`src/rtl/axis_loopback_param.sv`:
```
// axis_loopback_param: AXI-Stream loopback with cut-through, store-and-forward and sink modes.
// One ingress FSM steers packets into a single ordered FIFO; egress gates SAF packets on completeness.
module axis_loopback_param #(
    parameter int DATA_W     = 32,
    parameter int DEPTH_LOG2 = 4,
    parameter int CNT_W      = 16
) (
    input  logic                ACLK,
    input  logic                ARESETN,
    input  logic [DATA_W-1:0]   S_AXIS_DAT_TDATA,
    input  logic                S_AXIS_DAT_TVALID,
    input  logic [DATA_W/8-1:0] S_AXIS_DAT_TSTRB,
    input  logic [31:0]         S_AXIS_DAT_TUSER,
    input  logic                S_AXIS_DAT_TLAST,
    output logic                S_AXIS_DAT_TREADY,
    output logic [DATA_W-1:0]   M_AXIS_DAT_TDATA,
    output logic [DATA_W/8-1:0] M_AXIS_DAT_TSTRB,
    output logic                M_AXIS_DAT_TLAST,
    output logic                M_AXIS_DAT_TVALID,
    output logic [7:0]          M_AXIS_DAT_TUSER,
    input  logic                M_AXIS_DAT_TREADY,
    input  logic [1:0]          MODE,
    output logic [CNT_W-1:0]    PKT_COUNT,
    output logic [CNT_W-1:0]    DROP_COUNT,
    output logic                OVERFLOW
);
    localparam int SW = DATA_W / 8;
    localparam int EW = DATA_W + SW + 10;
    localparam int PW = DEPTH_LOG2 + 1;

    typedef enum logic [1:0] {IDLE, FWD, SINK} state_t;

    state_t           r_state, w_state_nxt;
    logic             r_saf;
    logic [7:0]       r_op;
    logic [EW-1:0]    r_mem [1<<DEPTH_LOG2];
    logic [PW-1:0]    r_wptr, r_rptr, r_cmpl;
    logic             r_release, r_ovf;
    logic [CNT_W-1:0] r_pkt, r_drop;

    logic          w_sink, w_s_hs, w_push, w_pop, w_full, w_empty, w_force, w_m_valid;
    logic          w_saf, w_head_saf, w_head_last;
    logic [7:0]    w_op;
    logic [PW-1:0] w_used;
    logic [EW-1:0] w_head;
    logic          w_unused;

    assign w_unused    = &{1'b0, S_AXIS_DAT_TUSER[31:8]};
    assign w_used      = r_wptr - r_rptr;
    assign w_full      = w_used == PW'(1 << DEPTH_LOG2);
    assign w_empty     = w_used == '0;
    assign w_head      = r_mem[r_rptr[DEPTH_LOG2-1:0]];
    assign w_head_saf  = w_head[EW-1];
    assign w_head_last = w_head[DATA_W+SW];
    // A full FIFO whose head SAF packet can never complete is released cut-through.
    assign w_force     = w_full && w_head_saf && r_cmpl == '0;
    assign w_m_valid   = !w_empty && (!w_head_saf || r_cmpl != '0 || r_release || w_force);
    assign w_pop       = w_m_valid && M_AXIS_DAT_TREADY;

    always_comb begin
        w_state_nxt       = r_state;
        w_sink            = r_state == SINK || (r_state == IDLE && MODE[1]);
        S_AXIS_DAT_TREADY = ARESETN && (w_sink || !w_full);
        w_s_hs            = S_AXIS_DAT_TVALID && S_AXIS_DAT_TREADY;
        w_push            = w_s_hs && !w_sink;
        w_saf             = r_state == IDLE ? MODE == 2'd1 : r_saf;
        w_op              = r_state == IDLE ? S_AXIS_DAT_TUSER[7:0] : r_op;
        if (w_s_hs)
            w_state_nxt = S_AXIS_DAT_TLAST ? IDLE : r_state == IDLE ? (MODE[1] ? SINK : FWD) : r_state;
    end

    always_ff @(posedge ACLK or negedge ARESETN) begin
        if (!ARESETN) begin
            r_state <= IDLE;
            r_saf   <= 1'b0;
            r_op    <= '0;
        end else begin
            r_state <= w_state_nxt;
            if (w_s_hs && r_state == IDLE) begin
                r_saf <= MODE == 2'd1;
                r_op  <= S_AXIS_DAT_TUSER[7:0];
            end
        end
    end

    always_ff @(posedge ACLK) begin
        if (w_push)
            r_mem[r_wptr[DEPTH_LOG2-1:0]] <= {w_saf, w_op, S_AXIS_DAT_TLAST, S_AXIS_DAT_TSTRB, S_AXIS_DAT_TDATA};
    end

    always_ff @(posedge ACLK or negedge ARESETN) begin
        if (!ARESETN) begin
            r_wptr    <= '0;
            r_rptr    <= '0;
            r_cmpl    <= '0;
            r_release <= 1'b0;
            r_ovf     <= 1'b0;
            r_pkt     <= '0;
            r_drop    <= '0;
        end else begin
            r_wptr    <= r_wptr + PW'(w_push);
            r_rptr    <= r_rptr + PW'(w_pop);
            r_cmpl    <= r_cmpl + PW'(w_push && S_AXIS_DAT_TLAST) - PW'(w_pop && w_head_last);
            r_release <= (w_pop && w_head_last) ? 1'b0 : (r_release || w_force);
            r_ovf     <= r_ovf || w_force;
            r_pkt     <= r_pkt + CNT_W'(w_pop && w_head_last);
            r_drop    <= r_drop + CNT_W'(w_s_hs && w_sink && S_AXIS_DAT_TLAST);
        end
    end

    assign M_AXIS_DAT_TVALID = w_m_valid;
    assign M_AXIS_DAT_TDATA  = w_m_valid ? w_head[DATA_W-1:0] : '0;
    assign M_AXIS_DAT_TSTRB  = w_m_valid ? w_head[DATA_W +: SW] : '0;
    assign M_AXIS_DAT_TLAST  = w_m_valid && w_head_last;
    assign M_AXIS_DAT_TUSER  = w_m_valid ? w_head[DATA_W+SW+1 +: 8] : '0;
    assign PKT_COUNT         = r_pkt;
    assign DROP_COUNT        = r_drop;
    assign OVERFLOW          = r_ovf;
endmodule

```
`config.mk`:
```
export PLATFORM = sky130hd
export DESIGN_NAME = axis_loopback_param
export DESIGN_NICKNAME = d
export VERILOG_FILES = /design/src/rtl/axis_loopback_param.sv
export SDC_FILE = /design/constraint.sdc
export NUM_CORES = 1
export LEC_CHECK = 0
export ABC_AREA = 1
export BUFFER_PORTS_ARGS = -buffer_cell sky130_fd_sc_hd__buf_2
export CORE_MARGIN = 4
export CORE_UTILIZATION = 40
export CTS_CLUSTER_DIAMETER = 60
export CTS_CLUSTER_SIZE = 28
export DETAILED_ROUTE_END_ITERATION = 12
export HOLD_SLACK_MARGIN = 0.1
export PLACE_DENSITY = 0.67
export SYNTH_ARGS = -nofsm -noshare
export SYNTH_HDL_FRONTEND = slang
export SYNTH_SLANG_ARGS = --single-unit
```
`constraint.sdc`:
```
create_clock -name ACLK -period 5.9 [get_ports ACLK]
set_input_delay 0.885 -clock ACLK [delete_from_list [all_inputs] [get_ports ACLK]]
set_output_delay 0.885 -clock ACLK [all_outputs]
set_load 0.02 [all_outputs]
```
## Yosys cells after proc, flatten, opt, wreduce, memory -nomap -nowiden

Memories as Yosys holds them, arrays and structs flattened.
Cells that the tools add are included.

| word-level totals | value |
|---|---|
| register bits after elaboration | 60 |
| memories kept | 1 |
| bits of input ports | 75 |
| RAM bits | 736 |
| output and inout bits | 80 |

| operators by class | value |
|---|---|
| multiplexer cells | 11 |
| eq/ne operators | 3 |
| add/sub/neg operators | 7 |
| reduce and logical (&&, ||, !) cells | 31 |

Memories:

| name | depth | bits a word | rd ports | clocked after memory_dff | write ports | line | source |
|---|---|---|---|---|---|---|---|
| r_mem | 16 | 46 | 1 | 0 | 1 | 36 | `logic [EW-1:0] r_mem [1<<DEPTH_LOG2];` |

Operators by type and width:

| operator | number |
|---|---|
| $add A16 B1 Y16 | 2 |
| $mux W32 | 1 |
| $mux W8 | 2 |
| $add A5 B1 Y5 | 3 |
| $logic_and A1 B1 Y1 | 14 |
| $logic_not A5 Y1 | 2 |
| $logic_or A1 B1 Y1 | 7 |
| $mux W2 | 3 |
| $eq A5 B5 Y1 const B | 1 |
| $reduce_bool A5 Y1 | 1 |
| $sub A5 B1 Y5 | 1 |
| $sub A5 B5 Y5 | 1 |
| $logic_not A1 Y1 | 4 |
| $mux W1 | 4 |
| $mux W4 | 1 |
| $eq A2 B1 Y1 const B | 1 |
| $eq A2 B2 Y1 const B | 1 |
| $logic_not A2 Y1 | 1 |
| $reduce_and A2 Y1 | 1 |
| $reduce_bool A2 Y1 | 1 |

## Logic depth before layout (Yosys ltp)

Gate-level depths: netlist of the first run.

| logic depth | value |
|---|---|
| depth in word-level cells | 10 |
| gate-level depth with buffers | 23 |
| mapped depth without buffers | 21 |

## Worst setup path before layout of the first run

No wires, ideal clock.

| path | value |
|---|---|
| path type | reg2reg |
| start | reg r_rptr[3] |
| end | mem r_mem[10][0] (netlist name) (enable) |
| setup slack | 1.135 ns |
| library setup time | 0.450 ns |
| data arrival time | 4.315 ns |
| cell stages (with the launch flop) | 14 |
| cells stage by stage | dfrtp_1 > inv_1 > clkbuf_1 > buf_1 > ha_1 > a21oi_1 > nand2_1 > nand2_1 > nand2_1 > nand2_1 > nand4_1 > inv_1 > nand3_1 > nor2_1 |

| between the ends | value |
|---|---|
| longest elaborated chain between the ends | 9 |

Ends and longest elaborated chain:

| what | line | source |
|---|---|---|
| start, declared | 37 | `logic [PW-1:0] r_wptr, r_rptr, r_cmpl;` |
| start signal, assigned | 102 | `r_rptr <= r_rptr + PW'(w_pop);` |
| $sub A5 B5 Y5 | 49 | `assign w_used = r_wptr - r_rptr;` |
| $eq A5 B5 Y1 | 50 | `assign w_full = w_used == PW'(1 << DEPTH_LOG2);` |
| $logic_not A1 Y1 | 63 | `S_AXIS_DAT_TREADY = ARESETN && (w_sink \|\| !w_full);` |
| $logic_or A1 B1 Y1 | 63 |  |
| $logic_and A1 B1 Y1 | 63 |  |
| $logic_and A1 B1 Y1 | 64 | `w_s_hs = S_AXIS_DAT_TVALID && S_AXIS_DAT_TREADY;` |
| $logic_and A1 B1 Y1 | 65 | `w_push = w_s_hs && !w_sink;` |
| $mux W1 | 87 | `if (w_push)` |
| $mux W1 (not written as such) | 88 | `r_mem[r_wptr[DEPTH_LOG2-1:0]] <= {w_saf, w_op, S_AXIS_DAT_TLAST, S_AXIS_DAT_TSTRB, S_AXIS_DAT_TDATA};` |
| end, declared | 36 |  |

Every way passes these cells.

## Worst setup path in the final report of the first run

| path | value |
|---|---|
| start | reg r_rptr[0] |
| end | out M_AXIS_DAT_TUSER[5] |

| between the ends | value |
|---|---|
| longest elaborated chain between the ends | 7 |
| elaborated cells on any way between the ends | 13 |
| classes of those cells | add/sub: 1; eq/ne: 1; mux: 1; reduce/logical: 9; memory: 1 |

Ends and longest elaborated chain:

| what | line | source |
|---|---|---|
| $sub A5 B5 Y5 or $mem_v2 Z16 W46 (tied branches) | -- |  |
| $eq A5 B5 Y1 or $logic_not A1 Y1 (tied branches) | 50, 57 |  |
| $logic_and A1 B1 Y1 or $logic_or A1 B1 Y1 (tied branches) (2 in series) | 56, 57 |  |
| $logic_or A1 B1 Y1 | 57 | `assign w_m_valid = !w_empty && (!w_head_saf \|\| r_cmpl != '0 \|\| r_release \|\| w_force);` |
| $logic_and A1 B1 Y1 | 57 |  |
| $mux W8 * | 115 | `assign M_AXIS_DAT_TUSER = w_m_valid ? w_head[DATA_W+SW+1 +: 8] : '0;` |
| end, declared | 20 | `output logic [7:0] M_AXIS_DAT_TUSER,` |

Every way passes the cells marked *; elsewhere a longest branch is shown, timed or not.

==> metrics list, run 1 <==
- The critical path goes through clkinv_8 > buf_4 > buf_4 > nand2_1 > a32o_1 > nand2_1 > o21ai_1 > a211oi_1 > buf_2.
- In the routed layout, each cell is associated on average with a via count of 5.51.
* Proportion of register bits with asynchronous set or reset after synthesis: 0.0754
- Post-route insts no fill: 3606
- The number of clock buffers added by TritonCTS is 53.
* Number of buffers inserted for hold repair after clock tree synthesis: 0
- Die area: 85000 um2
- After clock tree synthesis, the clock-pin slew on the worst setup and hold paths is 0.11 ns.
- Counting flops and latches in the post-synthesis netlist gives 796.
* Proportion of netlist area held by the largest area contributor: 0.687
* Clock tree from TritonCTS: done
- Clock H-tree levels: 2
- Synth top area cells: sky130_fd_sc_hd__edfxtp_1, sky130_fd_sc_hd__nand2_1, sky130_fd_sc_hd__dfrtp_1
* Worst setup path startpoint: r_rptr[0]
* Share of layout cells above drive strength 1: 0.134
- Critical Setup Path Class: flop to output port
- Sum of negative setup slack: 0 ns
- After clock tree synthesis, the repair step resized 0 gates.
* Post-CTS Setup Repair Bufs: 0
- For the worst setup path, the data arrival time is 4.39 ns.
* Min cycle time layout: 5.27 ns
* Starting Density: 0.405
- Of all nets on the critical path, the largest fanout is 97.
- Synthesis handed over a netlist of 2423 instances.
* Clock tree root driver cell: sky130_fd_sc_hd__clkbuf_16
- sky130_fd_sc_hd__edfxtp_1 is the most common cell in the netlist.
- The share of the Yosys chip area taken by registers is 0.734.
- During placement, the flow inserted port buffers numbering 130.
* Period utilization: 0.894
- The number of nets handed over by synthesis was 2516.
- Counting along the longest clock path gives a buffer depth of 3.
- The final layout contains 2601 nets.
* Number of top-level pins: 155
* Slew headroom: 0.165
* Length of the first detailed-routing pass in iterations: 5
- Among all flip-flop cells after synthesis, the most frequent one is sky130_fd_sc_hd__edfxtp_1.
- Among all stages on the critical path, the largest delay is contributed by sky130_fd_sc_hd__buf_4.
* Die height: 292 um
- Synth Warn #: 0
- The number of global-route vias before repair came to 19400.
- Summing internal, switching and leakage power gives 17.9 mW.
- For this design the ratio of total power to cell area is 497 nW/um2.
- Relative to the synthesized area, the layout overhead comes to 11.8%.
- Slew Limit Fails: 0
- For this run the aggregate overflow at the end of global routing stands at 0.
- The first global-routing pass estimated 117000 um of wire.
* Unrepaired setup endpoints after global routing: no
- Post-route DRC violation count: 0
- Post-detailed-routing wire length: 77900 um
- Number of enable flip-flop cells after synthesis: 736
* Kind of path behind the tightest hold check: primary input to async pin
- At the pin with the least slew margin, the transition time is 1.24 ns.
- DPL Wire Length: 40300 um
* Outcome: finished, final reports clean
* Critical path's largest stage delay: 0.69 ns
- The worst setup path is launched from a flop.
- Crit. End Element: output port
- Crit path required time: 5.02 ns
- Worst Skew: 0.0479 ns
* Count of routing violations after the opening detailed-route iteration: 2013
* Number of antenna violations at the first check in global routing: 6
- The worst register-to-register path begins at r_rptr[1].
- The total area inside the core boundary comes to 79400 um2.
* Post-layout instance area: 36000 um2
* Number of cells traversed by the worst register-to-register path: 16
* Hold Vio Cnt, Final: 0
- Clock latency of the later-clocked register in the worst-skew pair: 0.66 ns
- Final number of setup-violating endpoints: 0
- Placer Congestion: 0.771
- Cell Count Post-Placement: 3503
* Total vias in the final route: 19900
- Ranking of synthesized cells by instance count: sky130_fd_sc_hd__edfxtp_1, sky130_fd_sc_hd__nand2_1, sky130_fd_sc_hd__a21oi_1, sky130_fd_sc_hd__o21ai_0, sky130_fd_sc_hd__a22oi_1
- Mean area per synthesized cell: 13.3 um2
- The largest total area in the synthesized netlist belongs to sky130_fd_sc_hd__edfxtp_1.
* Routed wire per std cell: 21.6 um
- Distinct cell type count after synthesis: 43
- Summed over all cells, the static leakage comes to 12.6 nW.
- The tool flagged a number of max-cap violations equal to 0.
* Achievable clock frequency: 190 MHz
* Die width: 292 um
- Final antenna-violating net count: 0
* Synthesized area: 32200 um2
- Count of standard-cell rows: 103
- Across the VDD grid, the largest voltage drop is 0.470 mV.
- In the global route stage, overall resource usage came out at 0.177.
- After detailed placement, the total cell area comes to 33900 um2.
- Maximum number of pins on one net before global-route repair: 207
- Once layout is complete, the utilization of the core stands at 0.453.
* Clock Sinks: 796
## registers in the layout, indices dropped and copies added (netlist names)
| signal | cells |
|---|---|
| OVERFLOW | 1 |
| r_state | 2 |
| r_saf | 1 |
| PKT_COUNT | 16 |
| r_op | 8 |
| r_rptr | 5 |
| r_wptr | 5 |
| r_release | 1 |
| DROP_COUNT | 16 |
| r_mem | 736 |
| r_cmpl | 5 |
## where the power goes
group          switching (mW)  internal (mW)  total [mW]
registers               0.216           6.59        6.80
clock network            2.27           1.99        4.26
logic                    4.76           2.07        6.83
total                    7.24           10.7        17.9
## path summary, 6_finish.rpt
check                                 endpoint  slack, ns
max                        M_AXIS_DAT_TUSER[5]       0.63
min                                  r_wptr[4]       0.17
max reg2reg                      PKT_COUNT[14]       1.45
min reg2reg                           OVERFLOW       0.48
max in group asynchronous              r_op[1]       4.79
min in group ACLK                      r_op[0]       0.44
## through the flow
step | setup slack, ns | hold slack [ns]
after floorplan | 1.14 | 0.465
after detailed placement | 1.40 | 0.460
after global routing | 0.457 | 0.184
final | 0.628 | 0.171
after global placement | 1.45 | 0.456
after CTS | 0.676 | 0.155
## critical path: cells and delay by family, from the launching register on
family          cells  cell delay, ns
flops               1            0.58
buf+inv             4            1.93
simple gates        2            0.18
compound gates      3            0.93
## layer usage
metal / vias to the layer above / part of all wire / track usage
li1: 9054 / - / -
met1: 9886 / 0.41 / 0.240
met2: 793 / 0.49 / 0.296
met3: 139 / 0.074 / 0.0317
met4: 0 / 0.023 / 0.0486
met5: - / 0 / 0
## area by class of cell
cell class	instances	area (um2)
timing repair buffer	182	1190
multi-input combinational	1402	7490
fill	6966	43400
clock buffer	53	1330
inverter	73	294
sequential	796	23600
clock inverter	47	739
tap	1050	1310
antenna	3	7.51
## logic make-up after synthesis
family / share of synthesized area
flops: 0.734
simple gates: 0.0904
xor+xnor: 0.0103
compound gates: 0.121
buf+inv: 0.0372
fa+ha+maj: 0.00724
## cell usage in the layout, fill, tap and decap left out, types with 41 or more instances in the layout
| master | n |
|---|---|
| sky130_fd_sc_hd__o21ai_0 | 94 |
| sky130_fd_sc_hd__edfxtp_1 | 736 |
| sky130_fd_sc_hd__clkbuf_16 | 53 |
| sky130_fd_sc_hd__inv_1 | 69 |
| sky130_fd_sc_hd__a21oi_1 | 285 |
| sky130_fd_sc_hd__nand2_1 | 633 |
| sky130_fd_sc_hd__dfrtp_1 | 58 |
| sky130_fd_sc_hd__buf_2 | 130 |
| sky130_fd_sc_hd__a32o_1 | 64 |
| sky130_fd_sc_hd__nand3_1 | 41 |
| sky130_fd_sc_hd__a22oi_1 | 76 |
No activity file was read; power rests on OpenSTA's default activity.
==> inputs of run 2 (changes only) <==
- CORE_UTILIZATION: 40 -> 61
- PLACE_DENSITY: 0.67 -> 0.9
- clock period: 5.9 -> 5.6 ns (I/O delays scaled with it)
==> run 2 against run 1 <==
Effect of this change: power increased by 0.71%; clock skew fell by 0.031 ns; routed wire length increased by 1.1%; global-route usage rose by 9.4 points; non-clock buffer count is 11 lower; utilization grew 22 points; combinational power grew 7.8%; cell count down 11%; die area decreased by 34%; hold slack gained 0.29 ns; largest cell class unchanged.
==> metrics list, run 2 (synthesis results as in run 1) <==
- The flow ran to the end, and the final reports show no timing, DRC or antenna violations.
* Crit path required time: 4.76 ns (-0.26 ns)
* Number of nets in the layout: 2578 (-0.88%)
- STA classifies the critical path startpoint as a flop.
- Critical Setup Path Class: flop to output port
- The number of port buffers was 130 (unchanged).
- The worst setup path is captured at an output port.
- Slew headroom: 0.187 (+0.0223)
* Most frequent standard cell in the layout excluding fill and tap cells: sky130_fd_sc_hd__edfxtp_1
- Vias in the first global route: 21100 (+8.5%)
- TritonCTS built the clock tree.
- Total vias in the final route: 21100 (+6.1%)
- Global routing usage summed across all routing layers: 0.271 (+0.0944)
- The setup violation total in the final timing report is 0 (unchanged).
- Post-CTS Setup Repair Bufs: 0 (unchanged)
* Arr. time, crit path: 4.58 ns (+0.19 ns)
* Kind of path behind the tightest hold check: primary input to flop
- Clock transition at the registers of the reported paths: 0.10 ns (about the same)
* Category of cells accounting for the largest share of critical-path delay: simple AND/OR/NAND/NOR gates
- Vias per std cell: 6.60 (+20%)
- Die height: 238 um (-19%)
- Pleak: 12.2 nW (-2.9%)
* Clock H-tree levels: 2 (unchanged)
* Clk buf depth: 3 (unchanged)
- Critical path cell sequence: clkinv_8 > ha_1 > nand2_1 > nand2_1 > nand2_1 > nand3b_1 > nor2_2 > nand2_1 > nand4_2 > nand2_8 > a211oi_1 > buf_2
* Count of routing violations after the opening detailed-route iteration: 3168 (+57%)
- Number of top-level pins: 155 (unchanged)
- The worst slack after detailed placement was 0.664 ns (-0.739 ns).
- Post-layout util: 0.673 (+0.220)
- Post-detailed-routing wire length: 78800 um (+1.1%)
- The clock sink count is 796 (unchanged).
- The effective utilization at floorplan came to 0.622 (+0.217).
* Post-route DRC violation count: 0 (unchanged)
- The worst-case clock skew came to 0.0165 ns (-0.0314 ns).
- Smallest hold slack: 0.457 ns (+0.285 ns)
- Buffering stage count on the worst path with inverters included: 2 (-2)
* CP most frequent cell: sky130_fd_sc_hd__nand2_1
- The power density relative to cell area came to 518 nW/um2 (+4.1%).
- Overflow after GRT: 0 (unchanged)
* Maximum number of pins on one net before global-route repair: 277 (+34%)
* Count of standard-cell rows: 83 (-19%)
- The detailed-route wire length per cell came to 24.7 um (+14%).
* Placer Congestion: 0.805 (+4.5%)
- Unrepaired setup endpoints after global routing: no
- Largest register FFs: 736 (unchanged)
* Highest-count cells in the layout ignoring fill and taps: sky130_fd_sc_hd__edfxtp_1, sky130_fd_sc_hd__nand2_1, sky130_fd_sc_hd__a21oi_1
- Syn-to-layout area delta: 8.22%
- The number of max-slew violations in the final report is 0 (unchanged).
* Period utilization: 0.968
- Post-route insts no fill: 3192 (-11%)
- Achievable clock frequency: 185 MHz
- Counting I/O delays and the setup requirement, the final critical path takes 5.42 ns.
- The proportion of layout cells with a drive suffix above 1 is 0.119 (-0.0141).
* Library cell contributing the largest single delay on the critical path: sky130_fd_sc_hd__dfrtp_4
- Largest fanout on the critical path: 104 (+7.2%)
* Critical path's largest stage delay: 0.76 ns (+0.07 ns)
- The post-detailed-placement half-perimeter wirelength is 41000 um (+1.9%).
- Worst-margin pin slew: 1.22 ns (-0.0251 ns)
* Clock tree root driver cell: sky130_fd_sc_hd__clkbuf_16
* Sum of negative setup slack: 0 ns (unchanged)
- Die width: 238 um (-19%)
- The number of CTS-inserted buffers is 41 (-23%).
- Cell Count Post-Placement: 3121 (-11%)
* Die area: 56500 um2 (-34%)
* First-pass GRT wire length: 119000 um (+1.6%)
- Final antenna-violating net count: 0 (unchanged)
- Length of the first detailed-routing pass in iterations: 6 (+1)
- The final hold violation count is 0 (unchanged).
- Clock latency of the later-clocked register in the worst-skew pair: 0.62 ns (-0.04 ns)
- The worst setup slack after layout is 0.181 ns (-0.447 ns).
- Area inside the core boundary: 51700 um2 (-35%)
- Max capacitance violation total: 0 (unchanged)
- Maximum vdd ir drop: 0.568 mV (+21%)
* Number of antenna violations at the first check in global routing: 4 (-2)
[run 2: worst paths after layout]
check | slack [ns] | from | to | cells after the start
worst min-delay path | 0.46 | S_AXIS_DAT_TUSER[1] | r_op[1] | 3
worst max register to register | 0.75 | r_rptr[1] | r_mem[0][36] | 14
min in group asynchronous | 0.63 | ARESETN | r_state[0] | 2
worst min register to register | 0.47 | PKT_COUNT[15] | PKT_COUNT[15] | 1
worst max-delay path | 0.18 | r_rptr[1] | M_AXIS_DAT_TUSER[0] | 12
max in group asynchronous | 3.98 | ARESETN | r_rptr[0] | 3
[run 2: timing repair]
item,in CTS,in global routing
endpoints found under the hold margin,9,0
hold buffers,1,0
gates resized for setup,1,4
endpoints found under the setup margin,1,6
[run 2: worst min-delay path: cells and delay by family]
kind / cells / cell delay (ns)
simple gates: 1 / 0.05
compound gates: 1 / 0.06
buf+inv: 1 / 0.09
[run 2: layout make-up]
class / instances / area [um2]
well taps: 680 / 851
flip-flops and latches: 796 / 23600
inverters: 73 / 299
multi-input cells: 1402 / 7510
clock inverters: 25 / 302
fillers: 3248 / 16900
clock buffers: 44 / 1080
repair buffers: 171 / 1150
diodes: 1 / 2.50
[run 2: layer usage]
layer,vias up,track usage,share of wire
met5,-,0,0.00034
met4,4,0.107,0.039
met3,254,0.0500,0.11
met2,1529,0.458,0.50
met1,10300,0.354,0.35
li1,8971,-,-
[run 2: metrics by stage]
stage / total power, mW / area (um2)
2_1_floorplan: 12.4 / 32200
3_3_place_gp: 14.0 / 33400
3_5_place_dp: 14.4 / 33400
4_1_cts: 17.9 / 34800
5_1_grt: 18.8 / 34800
6_report: 18.0 / 34800
[run 2: where the power goes]
part	switching [mW]	internal [mW]
clock	1.96	1.54
sequential	0.214	6.94
combinational	5.17	2.19
